**src/rtl/image_streamer.sv**
```systemverilog
// rtl/image_streamer.sv - streams a finished image out of memory with a valid/ready handshake
module image_streamer #(
  parameter int WIDTH  = 64,
  parameter int HEIGHT = 64,
  parameter int AW     = 6,
  parameter int PW     = 8
) (
  input  logic          clk,
  input  logic          rst_n,
  input  logic          start,
  input  logic          order,
  output logic [AW-1:0] rd_row,
  output logic [AW-1:0] rd_col,
  input  logic [PW-1:0] rd_pix,
  output logic [PW-1:0] tx_pix,
  output logic          tx_valid,
  input  logic          tx_ready,
  output logic          tx_last,
  output logic          busy,
  output logic          finished
);

  localparam logic [AW-1:0] ROW_MAX = AW'(HEIGHT - 1);
  localparam logic [AW-1:0] COL_MAX = AW'(WIDTH - 1);

  typedef enum logic [1:0] {IDLE, LOAD, SEND, FIN} state_t;

  state_t        state, state_nxt;
  logic          start_q;
  logic          order_q;
  logic          start_edge;
  logic          at_end;
  logic          launch;
  logic          capture;
  logic          close;
  logic [AW-1:0] row_nxt;
  logic [AW-1:0] col_nxt;

  assign start_edge = start && !start_q;
  assign at_end     = (rd_row == ROW_MAX) && (rd_col == COL_MAX);

  // Next read address for the latched scan order; holds once the final pixel is reached
  always_comb begin
    row_nxt = rd_row;
    col_nxt = rd_col;
    if (!at_end) begin
      if (!order_q) begin
        if (rd_col == COL_MAX) begin
          col_nxt = '0;
          row_nxt = rd_row + AW'(1);
        end else begin
          col_nxt = rd_col + AW'(1);
        end
      end else begin
        if (rd_row == ROW_MAX) begin
          row_nxt = '0;
          col_nxt = rd_col + AW'(1);
        end else begin
          row_nxt = rd_row + AW'(1);
        end
      end
    end
  end

  // State register
  always_ff @(posedge clk or negedge rst_n) begin
    if (!rst_n) state <= IDLE;
    else        state <= state_nxt;
  end

  // Next state and datapath strobes; a capture in SEND only happens on a non-final transfer
  always_comb begin
    state_nxt = state;
    launch    = 1'b0;
    capture   = 1'b0;
    close     = 1'b0;
    case (state)
      IDLE: begin
        if (start_edge) begin
          launch    = 1'b1;
          state_nxt = LOAD;
        end
      end
      LOAD: begin
        capture   = 1'b1;
        state_nxt = SEND;
      end
      SEND: begin
        if (tx_valid && tx_ready) begin
          if (tx_last) begin
            close     = 1'b1;
            state_nxt = FIN;
          end else begin
            capture = 1'b1;
          end
        end
      end
      FIN: begin
        state_nxt = IDLE;
      end
    endcase
  end

  // Registered outputs, read address and start/order tracking
  always_ff @(posedge clk or negedge rst_n) begin
    if (!rst_n) begin
      start_q  <= 1'b0;
      order_q  <= 1'b0;
      rd_row   <= '0;
      rd_col   <= '0;
      tx_pix   <= '0;
      tx_valid <= 1'b0;
      tx_last  <= 1'b0;
      busy     <= 1'b0;
      finished <= 1'b0;
    end else begin
      start_q  <= start;
      finished <= 1'b0;
      if (launch) begin
        order_q <= order;
        rd_row  <= '0;
        rd_col  <= '0;
        busy    <= 1'b1;
      end
      if (capture) begin
        tx_pix   <= rd_pix;
        tx_valid <= 1'b1;
        tx_last  <= at_end;
        rd_row   <= row_nxt;
        rd_col   <= col_nxt;
      end
      if (close) begin
        tx_valid <= 1'b0;
        tx_last  <= 1'b0;
        busy     <= 1'b0;
        finished <= 1'b1;
      end
      if (state == FIN) begin
        rd_row <= '0;
        rd_col <= '0;
      end
    end
  end

endmodule

```
**config.mk**
```make
export PLATFORM = sky130hd
export DESIGN_NAME = image_streamer
export DESIGN_NICKNAME = d
export VERILOG_FILES = /design/src/rtl/image_streamer.sv
export SDC_FILE = /design/constraint.sdc
export NUM_CORES = 1
export LEC_CHECK = 0
export CAP_MARGIN = 15
export CORE_ASPECT_RATIO = 1.2
export CORE_MARGIN = 2
export CORE_UTILIZATION = 41
export DETAILED_ROUTE_END_ITERATION = 8
export DONT_BUFFER_PORTS = 1
export RECOVER_POWER = 50
export SYNTH_ARGS = -nofsm -noshare
export SYNTH_HDL_FRONTEND = slang
export SYNTH_SLANG_ARGS = --single-unit
```
**constraint.sdc**
```tcl
create_clock -name clk -period 4.5 [get_ports clk]
set_clock_uncertainty 0.15 [all_clocks]
set_input_delay 0.9 -clock clk [delete_from_list [all_inputs] [get_ports clk]]
set_output_delay 0.9 -clock clk [all_outputs]
set_load 0.02 [all_outputs]
```
# Word-level counts from Yosys, hierarchy flattened
# Index checks and enable logic that the tools add are counted.
dict set report word_totals {
  wordCells 66
  reg_bits 28
}
dict set report op_classes {
  mux 32
  add_sub_neg 2
  n_eq_ne 11
  n_reduce_logical 11
}
# cell n
set op_table {}
lappend op_table {{6-bit 2-to-1 mux} 13}
lappend op_table {{1-bit 2-to-1 mux} 14}
lappend op_table {{6-bit by 1-bit adder with 6-bit output, second input constant} 2}
lappend op_table {{6-bit == test, second input constant} 2}
lappend op_table {{3-bit AND reduction} 3}
lappend op_table {{4-bit by 2-bit inequality test with 1-bit output, second input constant} 2}
lappend op_table {{2-bit case mux with 4 select lines} 1}
lappend op_table {{2-bit 2-to-1 mux} 3}
lappend op_table {{2-bit inequality test, second input constant} 3}
lappend op_table {{2-bit == test, second input constant} 2}
lappend op_table {{2-bit nonzero test} 2}
lappend op_table {{1-bit logical AND} 3}
lappend op_table {{3-bit by 2-bit inequality test with 1-bit output, second input constant} 1}
lappend op_table {{3-bit nonzero test} 1}
lappend op_table {{2-bit by 1-bit == test with 1-bit output, second input constant} 1}
lappend op_table {{2-bit zero test} 1}
lappend op_table {{1-bit case mux with 2 select lines} 1}
lappend op_table {{1-bit zero test} 1}

# Depth between registers and ports, before layout
# Gate-level depths: netlist of run 1.
dict set report depth {
  depth_word 7
  ltp_mapped 8
  mapped_depth_nobuf 7
}

# Worst setup path before layout of run 1
# OpenSTA, ideal clock, no wires.
dict set report synth_path {
  kind {input to register}
  from {input port tx_ready}
  to {register rd_row[3]}
  required_time_ns 4.226
  setup_time_ns 0.124
  path_stages 6
  t_arrival_ns 2.152
  slack_ns 2.074
  cell_sequence {and4b_1 -> o21ai_2 -> buf_6 -> or3_4 -> and2_4 -> a211o_1}
}
dict set report synth_via {
  elab_chain_cells 5
}
# element line
set synth_lines {}
lappend synth_lines {{start: declaration} 17} ;# input logic tx_ready,
lappend synth_lines {{1-bit logical AND (*)} 89} ;# if (tx_valid && tx_ready) begin
lappend synth_lines {{1-bit 2-to-1 mux (*)} 89}
lappend synth_lines {{1-bit case mux with 2 select lines (*)} 77} ;# case (state)
lappend synth_lines {{4-bit by 2-bit inequality test with 1-bit output (no source line) (tied with other cells)} --}
lappend synth_lines {{3-bit AND reduction (no source line) or 6-bit 2-to-1 mux (tied branches)} --}
lappend synth_lines {{end signal: assignment} 129} ;# rd_row <= row_nxt;
lappend synth_lines {{end: declaration} 12} ;# output logic [AW-1:0] rd_row,
# Mark *: on every way between the ends. The rest lies on a longest branch, timed or not.
# A chain may end at the register's enable or synchronous reset.

# Final worst setup path of run 1
dict set report layout_path {
  from {register state[0]}
  to {register rd_col[3]}
}
dict set report layout_via {
  elab_chain_cells 4
}
# element line
set layout_lines {}
lappend layout_lines {{start: declaration} 28} ;# state_t state, state_nxt;
lappend layout_lines {{start signal: assignment} 68} ;# else state <= state_nxt;
lappend layout_lines {{2-bit == test (tied with other cells)} 77}
lappend layout_lines {{1-bit case mux with 2 select lines or 1-bit 2-to-1 mux (tied branches)} 77}
lappend layout_lines {{4-bit by 2-bit inequality test with 1-bit output (no source line) (tied with other cells)} --}
lappend layout_lines {{3-bit AND reduction (no source line) or 6-bit 2-to-1 mux (tied branches)} --}
lappend layout_lines {{end signal: assignment} 130} ;# rd_col <= col_nxt;
lappend layout_lines {{end: declaration} 13} ;# output logic [AW-1:0] rd_col,
# Parallel ways exist; a longest one is shown, timed or not.

==> key figures, run 1 <==
Placed design
  • HPWL Detailed: 2040 um
  • Placed instance count: 164
  • Dpl ws: 1700 ps
  • Final GP Congestion: 0.870
  • Port Buffers: 0
  • Area after DPL: 1430 um^2

Critical path
  • CP bufs+invs: 1
  • Critical path launch point type: flip-flop
  • Launching point of the worst reg2reg path: state[0]
  • Delay-heaviest family, CP: compound AO/OA/AOI/OAI gates
  • Reg2reg path depth: 7
  • R2R Path End: rd_col[3]
  • Slowest cell on the critical path: o211ai_1
  • Critical path type: reg2reg
  • CP endpoint kind: flip-flop
  • Crit path required time: 4520 ps
  • Crit-path max cell delay: 730 ps
  • R2r setup slk: 1830 ps
  • CP Cell Sequence: inv_1 -> ha_1 -> and4b_1 -> o211ai_1 -> a21oi_1 -> nor3b_1 -> a211o_1
  • Worst Path Arrival: 2680 ps
  • Levels on crit path: 7
  • Crit-path max FO: 13

Global route
  • Largest net degree at the start of global routing: 29
  • GRT Total Usage: 14.3%
  • First-pass GRT wire length: 4370 um
  • Vias in the first global route: 961
  • Initial antenna violation count: 0
  • GR Overflow Total: 0

Routing
  • Drt wl/cell: 16.3 um
  • Vias per inst: 5.90
  • First-pass iteration count of the detailed router: 4
  • Initial DRC count: 39
  • Antenna viol nets, final: 0
  • Total wire length: 2740 um
  • DRC Markers: 0
  • Vias: 991

Yosys
  • Synthesis Warnings: 0
  • Gate Count Post-Synth: 130
  • Synth cell types: 37
  • Sequential area share after synthesis: 49.6%
  • Syn_nets: 150
  • #FFs+latches synth: 28
  • Avg Cell Area, Syn: 10.9 um^2
  • Netlist Area Pre-Place: 1410 um^2

Power
  • Leak Pwr: 0.681 nW
  • Power Total: 0.994 mW
  • Pwr/cell area: 661 nW/um^2
  • Max IR drop VDD: 0.000335 V

Timing
  • RSZ-0062 raised after global routing: false
  • Setup_tns: 0 ps
  • Tcrit/Tclk final: 59.3%
  • Setup slack after layout: 1830 ps
  • Slew headroom: 39.4%
  • Fin crit period: 2670 ps
  • Tightest Pin Transition: 904 ps
  • Final setup violation count: 0
  • Worst hold slack: 158 ps
  • Fin. max-slew vios: 0
  • Fmax: 375 MHz
  • Final hold violations: 0

Clock network
  • Max clock buf depth: 2
  • CTS Buf Count: 3
  • Post-CTS Setup Inserts: 0
  • Clock slew at reported path FFs: 100 ps
  • Sink Count: 28
  • CTS H-tree depth: 1
  • Hold bufs inserted after CTS: 0
  • Worst skew pair latency: 270 ps
  • CTS resizes: 0
  • CTS tree: done
  • Root Buffer: clkbuf_8

Floorplan
  • Number of I/O pins: 37
  • Core Area: 3310 um^2
  • Initial Util: 42.7%
  • Die height: 68.3 um
  • Die Area: 3940 um^2
  • Die width: 57.6 um
  • # rows: 23

Final layout
  • Non-Filler Instances: 168
  • Ant. Diodes: 0
  • Fin nets: 152
  • Area grow syn2layout: 6.46%
  • Fin util: 45.5%
  • Layout cells sized above 1: 17.6%
  • Design area: 1510 um^2

Status
  • Outcome: complete, no violations

Flow run
  • Total of max-cap violations: 0

Min path
  • Min-Delay Path Class: in2async
## cell usage after synthesis (all sizes together)
| cell type | instances | area (um^2) |
|---|---|---|
| a2111oi | 1 | 8.76 |
| a211o | 5 | 43.8 |
| a21boi | 1 | 7.51 |
| a21oi | 6 | 30.0 |
| a221o | 1 | 10.0 |
| a22o | 1 | 8.76 |
| a31oi | 1 | 6.26 |
| and2 | 2 | 17.5 |
| and3 | 5 | 32.5 |
| and4b | 1 | 10.0 |
| buf | 2 | 22.5 |
| clkbuf | 1 | 3.75 |
| dfrtp | 28 | 701 |
| ha | 7 | 87.6 |
| inv | 5 | 18.8 |
| mux2 | 9 | 101 |
| mux2i | 1 | 10.0 |
| nand2 | 9 | 33.8 |
| nand3 | 8 | 45.0 |
| nor2 | 12 | 45.0 |
| nor3 | 1 | 5.00 |
| nor3b | 2 | 15.0 |
| nor4 | 3 | 18.8 |
| o211ai | 1 | 7.51 |
| o21ai | 7 | 38.8 |
| o21ba | 2 | 20.0 |
| o22a | 1 | 8.76 |
| o32a | 1 | 10.0 |
| o41ai | 1 | 8.76 |
| or2 | 3 | 18.8 |
| or3 | 2 | 18.8 |
## report_power, final
group	switching [mW]	total, mW	internal [mW]
sequential	0.132	0.455	0.322
clock	0.0781	0.197	0.119
combinational	0.181	0.343	0.161
## worst max-delay path by stage
| stage | start | endpoint | slack [ps] |
|---|---|---|---|
| 6_report | state[0] | rd_col[3] | 1830 |
| 5_1_grt | state[0] | rd_col[3] | 1600 |
| 4_1_cts | state[0] | rd_col[5] | 1800 |
| 3_5_place_dp | tx_ready | rd_col[5] | 1700 |
| 3_3_place_gp | tx_ready | rd_row[3] | 1780 |
| 2_1_floorplan | tx_ready | rd_row[3] | 2070 |
## layout by cell type (no fill, tap or decap), types with 2 or more instances in the layout
| master | n |
|---|---|
| a211o_1 | 5 |
| a21oi_1 | 6 |
| and2_4 | 2 |
| and3_1 | 4 |
| clkbuf_8 | 3 |
| dfrtp_1 | 28 |
| ha_1 | 7 |
| inv_1 | 5 |
| mux2_2 | 9 |
| nand2_1 | 9 |
| nand3_1 | 7 |
| nor2_1 | 12 |
| nor3b_1 | 2 |
| nor4_1 | 3 |
| o21ai_0 | 6 |
| or2_2 | 2 |
## final cells by class
class	count	area, um^2
flip-flops and latches	28	701
fillers	308	1800
clock inverters	1	30.0
well taps	37	46.3
multi-input cells	94	668
clock buffers	3	41.3
inverters	5	18.8
## state kept, by name, indices dropped and copies added (netlist names)
register,count
tx_pix,8
busy,1
tx_valid,1
rd_row,6
order_q,1
state,2
tx_last,1
finished,1
start_q,1
rd_col,6
## per-layer routing
layer	track usage [%]	wire, um	vias up
met5	0	0	-
met1	16.9	1160	486
met2	24.9	1430	30
li1	-	-	473
met4	5.52	17	0
met3	3.59	139	2
## cell families after synthesis
family	Yosys count	synth area share (%)
adder cells (fa/ha/maj)	7	6.19
AO/OA/AOI/OAI	29	14.8
AND/OR/NAND/NOR	48	18.4
multiplexers	10	7.88
flip-flops	28	49.6
buffers and inverters	8	3.19
## worst register-to-register path: cells and delay by family (launching register included)
kind	cells	cell delay, ps
compound gates	3	1200
simple gates	2	460
flops	1	410
fa+ha+maj	1	240
buf+inv	1	100
Power figures use the tool's default switching activity.
==> inputs of run 2 (changes only) <==
==> constraint.sdc (replaced) <==
create_clock -name clk -period 2.3 [get_ports clk]
set_clock_uncertainty 0.15 [all_clocks]
set_input_delay 0.46 -clock clk [delete_from_list [all_inputs] [get_ports clk]]
set_output_delay 0.46 -clock clk [all_outputs]
set_load 0.02 [all_outputs]
==> key figures, run 2 (synthesized netlist as in run 1, its figures left out) <==
Routing
  • First-pass iteration count of the detailed router: 4
  • Drt wl/cell: 16.3 um
  • Vias: 1,109
  • Antenna viol nets, final: 0
  • Vias per inst: 5.84
  • Total wire length: 3090 um
  • DRC Markers: 0
  • Initial DRC count: 36

Critical path
  • Worst Path Arrival: 2160 ps
  • R2r setup slk: 160 ps
  • CP endpoint kind: flip-flop
  • Crit path required time: 2320 ps
  • Crit-path max FO: 5
  • Critical path type: reg2reg
  • Critical path launch point type: flip-flop

Final layout
  • Fin nets: 174
  • Non-Filler Instances: 190
  • Most frequent cells in the layout: 28 x dfrtp_1, 20 x buf_4, 12 x nor2_1
  • Ant. Diodes: 0
  • Largest register FFs: 8
  • Area grow syn2layout: 17.7%
  • Top reg by flops: tx_pix
  • Register area: 701 um^2
  • Commonest non-fill, non-tap cell in the layout: dfrtp_1
  • Fillers: 309
  • Multi-input gate area: 671 um^2
  • Largest regs: tx_pix x8, rd_col x6, rd_row x6
  • Layout cells sized above 1: 29.4%
  • Design area: 1660 um^2

Placed design
  • Placed instance count: 184
  • HPWL Detailed: 2380 um
  • Final GP Congestion: 0.808
  • Port Buffers: 0
  • Area after DPL: 1580 um^2

Timing
  • Tightest Pin Transition: 1200 ps
  • RSZ-0062 raised after global routing: false
  • Final setup violation count: 0
  • Fmax: 466 MHz
  • Final hold violations: 0
  • Setup_tns: 0 ps
  • Worst hold slack: 53.7 ps
  • Slew headroom: 19.8%
  • Tcrit/Tclk final: 93.2%
  • Fin. max-slew vios: 0
  • Fin crit period: 2140 ps

Floorplan
  • Die Area: 3940 um^2
  • Die width: 57.6 um
  • # rows: 23
  • Number of I/O pins: 37
  • Core Area: 3310 um^2
  • Initial Util: 42.7%
  • Die height: 68.3 um

Clock network
  • Clock slew at reported path FFs: 90 ps
  • Post-CTS Setup Inserts: 0
  • Max clock buf depth: 2
  • Root Buffer: clkbuf_8
  • Worst skew pair latency: 270 ps
  • Sink Count: 28
  • CTS H-tree depth: 1
  • CTS tree: done
  • CTS Buf Count: 3

Power
  • Max IR drop VDD: 0.000720 V
  • Power Total: 2.03 mW
  • Pwr/cell area: 1220 nW/um^2
  • Leak Pwr: 0.790 nW

Global route
  • Largest net degree at the start of global routing: 29
  • Vias in the first global route: 1,106
  • Initial antenna violation count: 0
  • GRT Total Usage: 16.7%
  • GR Overflow Total: 0
  • First-pass GRT wire length: 5050 um

Flow run
  • Total of max-cap violations: 0

Status
  • Outcome: complete, no violations

Min path
  • Min-Delay Path Class: in2reg
-- run 2: critical path, stage by stage (launching register included) --
cell	delay (ps)
dfrtp_1	400
inv_2	80
ha_2	200
and4b_1	240
o21ai_2	90
or3_4	410
and2_4	190
a211o_1	290
-- run 2: per-layer routing --
layer  vias to the layer above  share of wire [%]  GRT usage, %
met5                         -                  0             0
met4                         0                1.4          7.85
met3                         5                5.2          3.97
met2                        27                 52          27.7
met1                       558                 42          20.4
li1                        519                  -             -
-- run 2: area by class of cell --
cell class	count	area share (%)
Sequential cell	28	42.1
Multi-Input combinational cell	94	40.3
Timing Repair Buffer	22	10.4
Clock buffer	4	3.31
Tap cell	37	2.78
Inverter	5	1.13
-- run 2: timing repair --
action,in CTS,in global routing
setup endpoints to repair,0,3
resized for setup,0,3
hold endpoints to repair,28,0
hold buffers,2,0
-- run 2: report_power, final --
part / internal (mW) / switching (mW) / leakage (nW) / total [mW]
Sequential: 0.632 / 0.188 / 0.353 / 0.819
Combinational: 0.425 / 0.485 / 0.408 / 0.910
Clock: 0.153 / 0.150 / 0.0288 / 0.303
-- run 2: final timing paths --
path / start / end / cells past startpoint
min in group asynchronous: rst_n / rd_row[4] / 2
worst max register to register: state[0] / rd_row[3] / 7
worst min register to register: rd_row[0] / rd_row[0] / 2
max in group asynchronous: rst_n / busy / 2
worst max-delay path: state[0] / rd_row[3] / 7
worst min-delay path: start / start_q / 0
-- run 2: metrics by stage --
step | utilization [%] | setup slack [ps]
floorplan | - | 58.1
global placement | 47.9 | 185
detailed placement | 47.9 | 122
CTS | 50.4 | 111
global route | 50.3 | 40.0
finish | 50.3 | 156
